<file path="src/rtl/paint_pkg.sv">
// Shared paint-path definitions: screen geometry, pixel format, brush_writer
// states and the {r,g,b} pixel packing used by both drawing and scan-out.
package paint_pkg;

  localparam int H_RES   = 320;
  localparam int V_RES   = 240;
  localparam int COLOR_W = 3;
  localparam int PIXEL_W = 9;

  typedef enum logic [1:0] {
    ST_IDLE  = 2'd0,
    ST_LOAD  = 2'd1,
    ST_WRITE = 2'd2,
    ST_DONE  = 2'd3
  } brush_state_t;

  // Raster position plus a flag meaning "no successor pixel exists".
  typedef struct packed {
    logic       last;
    logic [7:0] y;
    logic [8:0] x;
  } brush_pos_t;

  function automatic logic [PIXEL_W-1:0] pack_rgb(input logic [COLOR_W-1:0] r,
                                                  input logic [COLOR_W-1:0] g,
                                                  input logic [COLOR_W-1:0] b);
    return {r, g, b};
  endfunction

endpackage

</file>
<file path="src/rtl/brush_bounds.sv">
// Combinational clipping of a square brush (centre + side-1) to the screen,
// yielding the inclusive pixel rectangle and an empty flag.
module brush_bounds
  import paint_pkg::*;
#(
  parameter int H_RES = paint_pkg::H_RES,
  parameter int V_RES = paint_pkg::V_RES
) (
  input  logic [8:0] cx,
  input  logic [7:0] cy,
  input  logic [2:0] size,
  output logic [8:0] x0,
  output logic [8:0] x1,
  output logic [7:0] y0,
  output logic [7:0] y1,
  output logic       empty
);

  logic [2:0] half;
  logic [9:0] x_end;
  logic [8:0] y_end;

  assign half = size >> 1;

  // Far edge is centre-half+side-1, rearranged so it never goes negative.
  assign x_end = {1'b0, cx} + {7'd0, size} - {7'd0, half};
  assign y_end = {1'b0, cy} + {6'd0, size} - {6'd0, half};

  assign x0 = (cx < {6'd0, half}) ? 9'd0 : cx - {6'd0, half};
  assign y0 = (cy < {5'd0, half}) ? 8'd0 : cy - {5'd0, half};
  assign x1 = (x_end > 10'(H_RES - 1)) ? 9'(H_RES - 1) : x_end[8:0];
  assign y1 = (y_end > 9'(V_RES - 1))  ? 8'(V_RES - 1) : y_end[7:0];

  assign empty = ({1'b0, cx} >= 10'(H_RES)) || ({1'b0, cy} >= 9'(V_RES));

endmodule

</file>
<file path="src/rtl/brush_writer.sv">
// Paint-stroke write engine: latches colour/cursor on pintar and streams the
// clipped brush square to the frame buffer. BRUSH_ROUND_EN drops the 4 corners.
module brush_writer
  import paint_pkg::*;
#(
  parameter int H_RES  = paint_pkg::H_RES,
  parameter int V_RES  = paint_pkg::V_RES,
  parameter int ADDR_W = 17
) (
  input  logic               clk,
  input  logic               rst_n,
  input  logic               pintar,
  input  logic [8:0]         cursor_x,
  input  logic [7:0]         cursor_y,
  input  logic [2:0]         brush_size,
  input  logic [COLOR_W-1:0] r_escrita_memoria,
  input  logic [COLOR_W-1:0] g_escrita_memoria,
  input  logic [COLOR_W-1:0] b_escrita_memoria,
  output logic [ADDR_W-1:0]  mem_addr,
  output logic [PIXEL_W-1:0] mem_data,
  output logic               mem_we,
  input  logic               mem_ready,
  output logic               busy,
  output logic               done
);

`ifdef BRUSH_ROUND_EN
  localparam logic ROUND_EN = 1'b1;
`else
  localparam logic ROUND_EN = 1'b0;
`endif

  brush_state_t       state_reg;
  logic [8:0]         cx_reg, x0_reg, x1_reg, x_reg;
  logic [7:0]         cy_reg, y1_reg, y_reg;
  logic [2:0]         size_reg;
  logic [PIXEL_W-1:0] color_reg, mem_data_reg;
  logic [ADDR_W-1:0]  mem_addr_reg;
  logic               mem_we_reg, busy_reg, done_reg;

  logic [8:0] b_x0, b_x1;
  logic [7:0] b_y0, b_y1;
  logic       b_empty;
  logic [2:0] half;

  brush_pos_t s1_pos, nxt_pos, t1_pos, strt_pos;

  brush_bounds #(.H_RES(H_RES), .V_RES(V_RES)) u_bounds (
    .cx(cx_reg), .cy(cy_reg), .size(size_reg),
    .x0(b_x0), .x1(b_x1), .y0(b_y0), .y1(b_y1), .empty(b_empty)
  );

  assign half = size_reg >> 1;

  function automatic brush_pos_t step(input logic [8:0] x, input logic [7:0] y,
                                      input logic [8:0] lx0, input logic [8:0] lx1,
                                      input logic [7:0] ly1);
    brush_pos_t p;
    if (x == lx1) begin
      p.last = (y == ly1);
      p.y    = y + 8'd1;
      p.x    = lx0;
    end else begin
      p.last = 1'b0;
      p.y    = y;
      p.x    = x + 9'd1;
    end
    return p;
  endfunction

  // Corner of the unclipped square; compared as x+half so nothing goes negative.
  function automatic logic is_corner(input logic [8:0] x, input logic [7:0] y);
    logic col_edge, row_edge;
    col_edge = ({1'b0, x} + {7'd0, half} == {1'b0, cx_reg}) ||
               ({1'b0, x} + {7'd0, half} == {1'b0, cx_reg} + {7'd0, size_reg});
    row_edge = ({1'b0, y} + {6'd0, half} == {1'b0, cy_reg}) ||
               ({1'b0, y} + {6'd0, half} == {1'b0, cy_reg} + {6'd0, size_reg});
    return ROUND_EN && (size_reg >= 3'd2) && col_edge && row_edge;
  endfunction

  function automatic logic [ADDR_W-1:0] addr_of(input logic [8:0] x, input logic [7:0] y);
    return ADDR_W'(y) * ADDR_W'(H_RES) + ADDR_W'(x);
  endfunction

  // Successor pixels; at most one corner can lie between two kept pixels.
  always_comb begin
    s1_pos  = step(x_reg, y_reg, x0_reg, x1_reg, y1_reg);
    nxt_pos = s1_pos;
    if (!s1_pos.last && is_corner(s1_pos.x, s1_pos.y))
      nxt_pos = step(s1_pos.x, s1_pos.y, x0_reg, x1_reg, y1_reg);
    t1_pos   = step(b_x0, b_y0, b_x0, b_x1, b_y1);
    strt_pos = '{last: 1'b0, y: b_y0, x: b_x0};
    if (is_corner(b_x0, b_y0))
      strt_pos = t1_pos;
  end

  always_ff @(posedge clk) begin
    if (!rst_n) begin
      state_reg    <= ST_IDLE;
      cx_reg       <= '0;
      cy_reg       <= '0;
      size_reg     <= '0;
      color_reg    <= '0;
      x0_reg       <= '0;
      x1_reg       <= '0;
      y1_reg       <= '0;
      x_reg        <= '0;
      y_reg        <= '0;
      mem_addr_reg <= '0;
      mem_data_reg <= '0;
      mem_we_reg   <= 1'b0;
      busy_reg     <= 1'b0;
      done_reg     <= 1'b0;
    end else begin
      case (state_reg)
        ST_IDLE: begin
          done_reg <= 1'b0;
          if (pintar) begin
            cx_reg    <= cursor_x;
            cy_reg    <= cursor_y;
            size_reg  <= brush_size;
            color_reg <= pack_rgb(r_escrita_memoria, g_escrita_memoria, b_escrita_memoria);
            busy_reg  <= 1'b1;
            state_reg <= ST_LOAD;
          end
        end
        ST_LOAD: begin
          x0_reg       <= b_x0;
          x1_reg       <= b_x1;
          y1_reg       <= b_y1;
          mem_data_reg <= color_reg;
          if (b_empty || strt_pos.last) begin
            done_reg  <= 1'b1;
            state_reg <= ST_DONE;
          end else begin
            x_reg        <= strt_pos.x;
            y_reg        <= strt_pos.y;
            mem_addr_reg <= addr_of(strt_pos.x, strt_pos.y);
            mem_we_reg   <= 1'b1;
            state_reg    <= ST_WRITE;
          end
        end
        ST_WRITE: begin
          if (mem_ready) begin
            if (nxt_pos.last) begin
              mem_we_reg <= 1'b0;
              done_reg   <= 1'b1;
              state_reg  <= ST_DONE;
            end else begin
              x_reg        <= nxt_pos.x;
              y_reg        <= nxt_pos.y;
              mem_addr_reg <= addr_of(nxt_pos.x, nxt_pos.y);
            end
          end
        end
        default: begin
          done_reg  <= 1'b0;
          busy_reg  <= 1'b0;
          state_reg <= ST_IDLE;
        end
      endcase
    end
  end

  assign mem_addr = mem_addr_reg;
  assign mem_data = mem_data_reg;
  assign mem_we   = mem_we_reg;
  assign busy     = busy_reg;
  assign done     = done_reg;

endmodule

</file>
<file path="config.mk">
export PLATFORM = sky130hd
export DESIGN_NAME = brush_writer
export DESIGN_NICKNAME = d
export VERILOG_FILES = /design/src/rtl/paint_pkg.sv /design/src/rtl/brush_bounds.sv /design/src/rtl/brush_writer.sv
export SDC_FILE = /design/constraint.sdc
export NUM_CORES = 1
export LEC_CHECK = 0
export ABC_CLOCK_PERIOD_IN_PS = 5500
export BUFFER_PORTS_ARGS = -buffer_cell sky130_fd_sc_hd__buf_2
export CAP_MARGIN = 20
export CORE_ASPECT_RATIO = 0.9
export CORE_UTILIZATION = 55
export CTS_BUF_LIST = sky130_fd_sc_hd__clkbuf_8
export DETAILED_ROUTE_END_ITERATION = 10
export PLACE_DENSITY = 0.74
export SLEW_MARGIN = 20
export SYNTH_ARGS = -nofsm -noshare
export SYNTH_HDL_FRONTEND = slang
export SYNTH_SLANG_ARGS = --single-unit
</file>
<file path="constraint.sdc">
create_clock -name clk -period 5.5 [get_ports clk]
set_clock_uncertainty 0.2 [all_clocks]
set_input_delay 0.55 -clock clk [delete_from_list [all_inputs] [get_ports clk]]
set_output_delay 0.55 -clock clk [all_outputs]
set_load 0.01 [all_outputs]
</file>
# Word-level counts from Yosys, hierarchy flattened
# Index checks and enable logic that the tools add are counted.
dict set report word_totals {
  regBits 103
  inputBits 33
  out_inout_bits 29
}
dict set report op_classes {
  addsub 10
  mul 2
  order_cmp 6
  eq_ne 10
  muxes 32
  n_bitwise 1
  n_reduce_logical 10
}
# operator count
set op_table {}
lappend op_table {{two-way mux 17 bit} 3}
lappend op_table {{two-way mux 9 bit} 5}
lappend op_table {{two-way mux 8 bit} 5}
lappend op_table {{adder 17 x 9 -> 17 bit} 2}
lappend op_table {{case mux 17 bit (2 select lines)} 1}
lappend op_table {{multiplier 8 x 3 -> 11 bit (second input constant)} 2}
lappend op_table {{two-way mux 18 bit} 1}
lappend op_table {{case mux 9 bit (2 select lines)} 1}
lappend op_table {{subtractor 9 x 2 -> 9 bit} 2}
lappend op_table {{case mux 8 bit (2 select lines)} 1}
lappend op_table {{!= test 2 bit (second input constant)} 6}
lappend op_table {{adder 9 x 3 -> 10 bit} 1}
lappend op_table {{greater-than comparator 10 x 9 -> 1 bit (second input constant)} 1}
lappend op_table {{subtractor 10 x 2 -> 10 bit} 1}
lappend op_table {{adder 8 x 3 -> 9 bit} 1}
lappend op_table {{adder 9 x 1 -> 9 bit (second input constant)} 1}
lappend op_table {{== test 9 bit} 1}
lappend op_table {{greater-or-equal comparator 9 bit (second input constant)} 1}
lappend op_table {{greater-than comparator 9 x 8 -> 1 bit (second input constant)} 1}
lappend op_table {{less-than comparator 9 x 2 -> 1 bit} 1}
lappend op_table {{adder 8 x 1 -> 8 bit (second input constant)} 1}
lappend op_table {{== test 8 bit} 1}
lappend op_table {{greater-or-equal comparator 8 bit (second input constant)} 1}
lappend op_table {{less-than comparator 8 x 2 -> 1 bit} 1}
lappend op_table {{other kinds (15)} 29}

# Depth between registers and ports, before layout
# Gate-level depths: netlist of run 1.
dict set report logic_depth {
  word_depth 7
  ltp_mapped 19
  ltp_nobuf 18
}

# Cells and area by module
# A second synthesis of run 1 with hierarchy kept.
dict set report unflattened {
  hier_cells 935
  hier_area_um2 7362.1
}
# mod n_inst cells_each area_each_um2 seq_area_each_um2
set by_module_without_submodules {}
lappend by_module_without_submodules {brush_writer 1 681 5587.9 1941.9}
lappend by_module_without_submodules {brush_bounds 1 254 1774.2 0.0}

# Worst setup path after synthesis of run 1
# Ideal clock, no wire load.
dict set report synth_timing {
  path_kind {register to register}
  start {reg size_reg[1]}
  end {reg mem_addr_reg[14] (netlist: mem_addr[14])}
  setup_ns 0.088
  arrival_ns 3.867
  required_time_ns 5.212
  path_slack_ns 1.345
  path_stages_with_launch 18
  n_path_buf 1
  synth_period_minus_slack_ns 4.155
  path_cell_list {dfxtp_1 -> ha_1 -> inv_1 -> fa_1 -> nor4b_2 -> and2_0 -> clkbuf_1 -> nor2_1 -> ha_1 -> ha_1 -> fa_1 -> xor2_1 -> nand2_1 -> or2_2 -> nor3_1 -> xor2_1 -> nor2_1 -> o32ai_2}
}
dict set report synth_via {
  elab_chain_cells 6
}
# element line_no
set synth_rtl {}
lappend synth_rtl {{from (decl)} brush_writer.sv:36} ;# logic [2:0] size_reg;
lappend synth_rtl {{from (signal assigned)} brush_writer.sv:121} ;# size_reg <= brush_size;
lappend synth_rtl {{subtractor 8 x 2 -> 8 bit / less-than comparator 8 x 2 -> 1 bit (equally long branches)} brush_bounds.sv:30} ;# assign y0 = (cy < {5'd0, half}) ? 8'd0 : cy - {5'd0, half};
lappend synth_rtl {{two-way mux 8 bit} brush_bounds.sv:30}
lappend synth_rtl {{multiplier 8 x 3 -> 11 bit} brush_writer.sv:82} ;# return ADDR_W'(y) * ADDR_W'(H_RES) + ADDR_W'(x);
lappend synth_rtl {{adder 17 x 9 -> 17 bit *} brush_writer.sv:82}
lappend synth_rtl {{two-way mux 17 bit *} brush_writer.sv:132} ;# if (b_empty || strt_pos.last) begin
lappend synth_rtl {{case mux 17 bit (2 select lines) *} brush_writer.sv:115} ;# case (state_reg)
lappend synth_rtl {{to (signal assigned)} brush_writer.sv:138} ;# mem_addr_reg <= addr_of(strt_pos.x, strt_pos.y);
lappend synth_rtl {{to (signal assigned)} brush_writer.sv:152} ;# mem_addr_reg <= addr_of(nxt_pos.x, nxt_pos.y);
lappend synth_rtl {{to (decl)} brush_writer.sv:38} ;# logic [ADDR_W-1:0] mem_addr_reg;
# Mark *: on every way between the ends. The rest lies on a longest branch, timed or not. The select of a mux whose other input is x is not followed.
# A chain may end at the register's enable or synchronous reset.

# Final worst setup path of run 1
# Same ends and word-level chain as after synthesis.

==> results of run 1 <==
## through the flow
| stage | power [mW] | cells | worst slack, ns |
|---|---|---|---|
| floorplan | 3.438 | 875 | 1.345 |
| global placement | 3.961 | 1053 | 1.151 |
| detailed placement | 3.988 | 1053 | 1.057 |
| CTS | 4.435 | 1069 | 1.036 |
| global route | 4.860 | 1069 | 0.6696 |
| finish | 4.451 | 1069 | 1.026 |
## worst max-delay path by stage
stage	startpoint	endpoint	slack, ns	cells after the start
global route	size_reg[1]$_SDFFE_PN0P_	mem_addr[15]$_SDFFE_PN0P_	0.67	15
floorplan	size_reg[1]$_SDFFE_PN0P_	mem_addr[14]$_SDFFE_PN0P_	1.35	17
finish	size_reg[1]$_SDFFE_PN0P_	mem_addr[14]$_SDFFE_PN0P_	1.03	16
global placement	size_reg[1]$_SDFFE_PN0P_	mem_addr[16]$_SDFFE_PN0P_	1.15	16
detailed placement	size_reg[1]$_SDFFE_PN0P_	mem_addr[16]$_SDFFE_PN0P_	1.06	16
CTS	size_reg[1]$_SDFFE_PN0P_	mem_addr[14]$_SDFFE_PN0P_	1.04	16
## worst max-delay path, delay by kind of cell, from the launching register on
family / cells / cell delay [ns]
flip-flops: 1 / 0.41
XOR/XNOR: 2 / 0.39
buffers and inverters: 1 / 0.06
AND/OR/NAND/NOR: 7 / 1.56
adder cells (fa/ha/maj): 5 / 1.57
AO/OA/AOI/OAI: 1 / 0.20
## cells by family (layout without fill, tap and decap cells)
group / Yosys count / in the layout / share of synthesized area (%)
AND/OR/NAND/NOR: 271 / 271 / 18.37
adder cells (fa/ha/maj): 84 / 84 / 15.30
AO/OA/AOI/OAI: 213 / 213 / 20.96
flip-flops: 97 / 97 / 26.38
XOR/XNOR: 75 / 75 / 9.211
multiplexers: 20 / 20 / 2.736
buffers and inverters: 115 / 145 / 7.053
## final cells by class
class	instances	area, sq um
inverters	64	240.2
flip-flops and latches	97	1942
clock inverters	6	36.28
well taps	164	205.2
fillers	1230	5085
clock buffers	10	137.6
repair buffers	65	335.3
multi-input cells	663	4901
## synth_stat cells, types with 3 or more instances
| cell type | count |
|---|---|
| o211ai_1 | 9 |
| a21o_1 | 8 |
| clkbuf_1 | 27 |
| a211oi_1 | 5 |
| o21bai_1 | 6 |
| or3_1 | 8 |
| o21ai_0 | 30 |
| buf_4 | 9 |
| nand3_1 | 8 |
| o221a_2 | 6 |
| a21oi_1 | 46 |
| fa_1 | 10 |
| xnor2_1 | 54 |
| nand2b_1 | 5 |
| o311ai_1 | 6 |
| nand3b_1 | 3 |
| dfxtp_1 | 97 |
| and3_1 | 7 |
| a21boi_0 | 31 |
| o311a_1 | 3 |
| nor3_1 | 27 |
| o211a_1 | 10 |
| a31oi_1 | 4 |
| buf_6 | 6 |
| o21a_1 | 8 |
| xor2_1 | 19 |
| nor2_1 | 51 |
| ha_1 | 74 |
| and2_1 | 3 |
| o21ai_1 | 4 |
| nand4_1 | 9 |
| or2_2 | 4 |
| inv_1 | 64 |
| a21boi_1 | 7 |
| nor2b_1 | 29 |
| buf_2 | 7 |
| mux2i_1 | 19 |
| nand2_1 | 101 |
## routing by layer
layer  up-vias  GRT usage [%]
met1      2733          37.77
met3        14          4.867
li1       3079              -
met2       116          34.74
met5         -              0
met4         0          5.952
## where the power goes
part	leakage (nW)	switching [mW]	internal, mW
combinational	2.48	1.71	1.19
clock	0.0909	0.263	0.174
sequential	0.794	0.217	0.904
total	3.36	2.19	2.26
==> run summary, run 1 <==
For the count of endpoints failing hold in the final timing report, the log shows 0. The async set-or-reset flop fraction in the synthesized netlist was 0%; the upper clock frequency limit was 223.5 MHz. The commonest non-fill, non-tap cell in the layout is nand2_1.

For the number of buffers inserted for hold repair after clock tree synthesis, the log shows 0. First-pass GRT wire length: 26750 um. The routed length on met2 was 6556 um.

The mean area per synthesized cell is 8.414 sq um. In this run the most critical hold path is launched from cursor_y[6]. Via count of the routed design: 5942. TritonCTS built the clock tree. The classification of the worst setup path is flop to flop. Counting I/O delays and the setup requirement, the final critical path takes 4.474 ns.

The worst ir drop on vdd is 210.6 uV, and the vertical die dimension is 111.8 um. Dividing the detail-routed wire length by the instance count gives 15.09 um. After clock tree synthesis, the clock-pin slew on the worst setup and hold paths is 0.10 ns. The worst path uses 81.35% of the clock period. The first routing iteration left 415 violations. The largest single stage delay on the critical path is 0.43 ns. Sum of negative setup slack: 0 ns. The worst register-to-register path has a depth of 16. Traced cell by cell, the critical path runs through ha_1, inv_1, fa_1, nor4b_2, and2_0, nor2_1, ha_1, ha_1, fa_1, xor2_1, nand2_1, or2_2, nor3_1, xor2_1, nor2_1, o32ai_2. The category of the worst setup path launch point is a flop. Sequential cells were found to cover 26.38% of the synthesized design area. The max-slew violation count was 0; the number of maximum-capacitance constraint violations was 0.

For the worst setup path, the data arrival time is 4.59 ns. The floorplan step defined a core boundary enclosing 0.01288 sq mm. For this block, wires on met1 add up to 8611 um. The tools report the row count as 39. Buffers placed on the I/O ports in this run total 61. The count of unresolved DRC violations after routing is 0. The worst setup path is captured at a flop.

The worst register-to-register path has a setup slack of 1.03 ns. For this run, the leading register cell type out of synthesis is dfxtp_1. Summing every instance area after synthesis gives 0.007362 sq mm. Setup repair after global routing left no endpoint under its margin. The share of the synthesized area in the top cell type works out to 26.38%. The flow ran to the end, and the final reports show no timing, DRC or antenna violations.

Summed over all cells, the static leakage comes to 3.361 nW. The tools report the number of endpoints failing setup at the final stage as 0. The finished cells cover 0.007797 sq mm. The tools report the total cell area at the placement stage as 0.007624 sq mm. The run gives 875 as the synthesized netlist cell count.

In this run, synthesis inferred 0 flip-flops with an integrated enable. Counting flops and latches in the post-synthesis netlist gives 97. The tree is rooted in a clkbuf_8.

Initial antenna violation count: 0. In this run the critical register-to-register path is launched from size_reg[1]$_SDFFE_PN0P_. Counting stages on the worst path, the most repeated cell is ha_1. The number of different library cells used by synthesis comes to 81.

The top layer used by detailed routing was met4. The final core utilization was 60.53%. The total power divided by cell area is 570.8 mW/mm^2.

Number of diodes added for antenna fixing: 0. The slowest stage of the critical path belongs to the cell fa_1. The run gives 57.15% as the effective utilization at floorplan. In this run the critical register-to-register path is captured at mem_addr[14]$_SDFFE_PN0P_. Using the TritonRoute via totals, the vias-per-cell ratio works out to 5.558. The run gives 0.8806 as the final RePlAce weighted congestion. The class of the worst hold path is input port to flop.

Detailed placement finished with a half-perimeter wire length of 12260 um. The Yosys step of the flow raised 0 warnings. The cell type with the largest total area after synthesis is dfxtp_1. In the layout the commonest cells are 101 x nand2_1, 97 x dfxtp_1, 74 x ha_1. The insertion delay of the later-clocked pin in the worst-skew pair is 0.39 ns, and the horizontal die dimension is 124.0 um. For hold timing, the worst endpoint is cy_reg[6]$_SDFFE_PN0P_. The routed design uses 760 um of met3 wire. The number of flip-flops under the largest register name is 11, and the minimum hold slack is 0.1969 ns. For the number of nets still failing antenna checks after routing, the log shows 0.

The logs give 2 for the number of buffers on the longest clock path and 0.01385 sq mm for the area of the die. After clock tree synthesis, the setup repair step added 0 buffers. The count of nets after finishing was 1017.

The tree built by TritonCTS fans out to 97 sinks. During I/O placement, the number of pins put on the boundary was 62. After clock tree synthesis, the repair step resized 0 gates.

In this run the worst path has a maximum fanout of 6. Global routing finished with a remaining overflow of 0. The area growth from synthesis to layout is 5.914%. Number of H-tree levels: 3. The pin count of the biggest net entering global routing is 61.

By area the synthesized netlist is led by dfxtp_1 26%, ha_1 13%, xnor2_1 6.4%, nand2_1 5.1%, inv_1 3.3%. The number of nets in the synthesized netlist is 992. The worst-case headroom to the max-slew limit was 32.28%.

The first-pass iteration count of the detailed router is 5. Global routing used 24.60% of the available tracks across all layers. Buffers inserted during clock tree synthesis total 9. The post-route netlist has 12.38% of its cells at a drive strength greater than 1. The run gives 5338 as the via count of the first global-routing pass. At the pin with the least slew margin, the transition time is 1.016 ns. The worst hold path passes through 3 cells. Final routed wirelength across all metal layers: 16130 um. The tools report the data required time of the worst path as 5.62 ns.
Note: power is estimated with default switching activity, not from simulation.
==> run 2: changes to the inputs <==
ABC_AREA = 1   (was not set)
ABC_CLOCK_PERIOD_IN_PS = 4500   (was 5500)
clock period = 4.5 ns   (was 5.5 ns; I/O delays follow)
==> run 2 against run 1 <==
Net effect: utilization up 1.3 points; first-iteration DRC count up 34%; setup slack worse by 0.61 ns; maximum frequency up 9.7%; critical path type unchanged.
==> run summary, run 2 <==
The flow ran to the end, and the final reports show no timing, DRC or antenna violations. Final routed wirelength across all metal layers: 18010 um. Detailed placement finished with a half-perimeter wire length of 13500 um. The tightest min-delay check is of the input port to flop type. In this run the core area contains 39 standard-cell rows. The number of clock sinks is 97, and the upper clock frequency limit is 245.1 MHz. The commonest cells after synthesis are 213 x nand2_1, 145 x inv_1, 144 x nor2_1.

Input and output buffers added on the ports amount to 61. The final routed wire length divided by cell count is 13.69 um, and the detailed-route vias per instance is 5.283. The H-tree generated during clock tree synthesis spans 3 levels.

The post-route netlist has 10.24% of its cells at a drive strength greater than 1. The area growth from synthesis to layout is 8.031%. The number of flip-flops under the largest register name is 11, and the number of maximum-capacitance constraint violations is 0.

The run gives 0 ns as the sum of negative setup slack. The residual overflow from global routing was 0; the number of flops mapped to enable cells by yosys was 0. Setup repair after global routing left no endpoint under its margin. The tree is rooted in a clkbuf_8.

Entering global routing, the biggest net connects 73 pins. The first global-routing pass estimated 30790 um of wire. In the layout the commonest cells are 211 x nand2_1, 144 x inv_1, 140 x nor2_1.

Classification of the worst setup path: flop to flop. STA puts the critical path data arrival time at 4.19 ns. STA classifies the critical path startpoint as a flop.

For the data required time of the worst path, the log shows 4.61 ns. After layout, the worst path uses 90.67% of the clock period. The total area inside the core boundary comes to 0.01288 sq mm.

The insertion delay of the later-clocked pin in the worst-skew pair was 0.39 ns; the number of storage elements in the synthesis netlist was 97. After synthesis, the mean cell area works out to 6.639 sq um. For the synthesized netlist cell count, the log shows 1110.

Post-CTS timing repair inserted 0 buffers for setup. After synthesis, the cell types taking the most area are dfxtp_1 26%, ha_1 13%, nand2_1 11%, o21ai_0 7.9%, inv_1 7.4%. The worst setup path is captured at a flop. The distinct cell type count of the synthesized netlist was 45; the number of endpoints failing setup at the final stage was 0. The horizontal die dimension works out to 124.0 um. The run gives 49.51% as the worst-case headroom to the max-slew limit.

The Yosys step of the flow raised 0 warnings. The congestion estimate from routability-driven global placement came to 0.8732. Among all cell types in the netlist, the one instantiated most often is nand2_1. At the pin with the least slew margin, the transition time is 0.7526 ns. The share of the synthesized area in the top cell type works out to 26.35%.

In this run the cell area of the synthesized design comes to 0.007370 sq mm. Number of nets still failing antenna checks after routing: 0. Clock-pin slew was measured on the worst setup and hold paths at 0.11 ns. Of all nets on the critical path, the largest fanout is 12. The max-slew violation count came out at 0. For this run, design rule violations remaining after detail routing come to 0. In the final design database the tool counted 1264 nets. Register area share after synthesis: 26.35%. The first routing iteration left 558 violations. TritonCTS built the clock tree. The effective utilization at floorplan was 57.21%. The async set-or-reset flop fraction in the synthesized netlist came out at 0%. The run gives 6384 as the via count of the first global-routing pass.

The most used flip-flop cell after synthesis is dfxtp_1. The number of buffers created by CTS is 9. The post-synthesis net count was 1227.

62 I/O pins were placed. For the final-layout fill cell count, the log shows 1250. The floorplan step defined a die boundary enclosing 0.01387 sq mm. The routed design could run at a clock period as short as 4.080 ns. The first-pass iteration count of the detailed router is 5. The detailed router placed 6952 vias in this run. Count of endpoints failing hold in the final timing report: 0.

Measured along the y axis, the die boundary spans 111.8 um. The biggest area contributor in the post-synthesis netlist is dfxtp_1. Leaving out fill and tap cells, the most frequent cell in the layout is nand2_1. The number of antenna diodes in the final layout is 0.

In the global route stage, overall resource usage came out at 28.11%. The number of buffers on the longest clock path was 2; the initial antenna violation count was 1.
[run 2: cell types whose count changed after synthesis, sizes merged, moves of 12 or more]
cell	previous run	this run
xnor2	55	20
nor3	29	7
nand3	9	67
inv	64	149
o21ai	35	119
nand2	102	215
a21boi	38	1
nor2b	29	0
mux2i	19	0
buf	24	12
nor2	51	146
a21oi	46	91
[run 2: critical path: stages, from the launching register on]
cell and delay (ns):
dfxtp_1 0.43, inv_1 0.09, nand2_1 0.06, nand2_1 0.11, inv_1 0.10, nand2_1 0.08
nor2_4 0.15, nand3_4 0.19, nor2_2 0.16, xor2_1 0.22, inv_1 0.11, ha_1 0.31
ha_1 0.23, inv_1 0.07, fa_1 0.44, nor2_1 0.15, nand3_1 0.15, nor2_2 0.18
nand2_1 0.08, nor2_1 0.12, nand3_1 0.08, nand3_1 0.10, nand3_2 0.07, nand2_1 0.08
inv_1 0.03
[run 2: repair_timing]
item | 4_1_cts | 5_1_grt
gates resized for setup | 0 | 12
hold buffers | 0 | 0
endpoints found under the setup margin | 0 | 4
[run 2: kinds of logic after synthesis]
kind of cell             Yosys count  synth area share (%)
adder cells (fa/ha/maj)           84                 15.28
AND/OR/NAND/NOR                  465                 26.71
XOR/XNOR                          42                 4.991
flip-flops                        97                 26.35
buffers and inverters            194                 10.53
AO/OA/AOI/OAI                    228                 16.15
[run 2: path summary, 6_finish.rpt]
kind	start	endpoint	slack (ns)	depth (start not counted)
hold / removal	g_escrita_memoria[1]	color_reg[4]$_SDFFE_PN0P_	0.10	3
setup reg to reg	x_reg[4]$_SDFFE_PN0P_	mem_addr[15]$_SDFFE_PN0P_	0.42	24
setup / recovery	x_reg[4]$_SDFFE_PN0P_	mem_addr[15]$_SDFFE_PN0P_	0.42	24
hold reg to reg	mem_addr[9]$_SDFFE_PN0P_	mem_addr[9]$_SDFFE_PN0P_	0.27	2
[run 2: per-stage QoR]
step	worst slack, ns	cells	utilization, %	area [sq um]	hold WS, ns
after global routing	0.02993	1316	61.80	7961	0.1128
after CTS	0.2298	1315	61.44	7915	0.08291
after floorplan	0.7495	1110	-	7370	0.2353
final	0.4198	1316	61.80	7961	0.1031
after detailed placement	0.2579	1299	59.95	7722	0.2557
after global placement	0.3871	1299	59.95	7722	0.2524
[run 2: cell type report]
type	count	area [sq um]	area share, %
Multi-Input combinational cell	820	4697	59.00
Clock inverter	6	55.05	0.6915
Sequential cell	97	1943	24.41
Inverter	152	573.1	7.198
Timing Repair Buffer	67	350.3	4.400
Clock buffer	10	137.6	1.729
Tap cell	164	205.2	2.577
[run 2: per-layer routing]
| metal | up-vias | wire (um) | global-route usage [%] |
|---|---|---|---|
| li1 | 3647 | - | - |
| met1 | 3111 | 9232 | 40.98 |
| met2 | 171 | 7573 | 42.15 |
| met3 | 21 | 957 | 5.533 |
| met4 | 2 | 234 | 6.905 |
| met5 | - | 13 | 0 |
Power of run 2 is not shown: default switching activity piles up to over one toggle a cycle in this logic, so the estimate is an artifact.
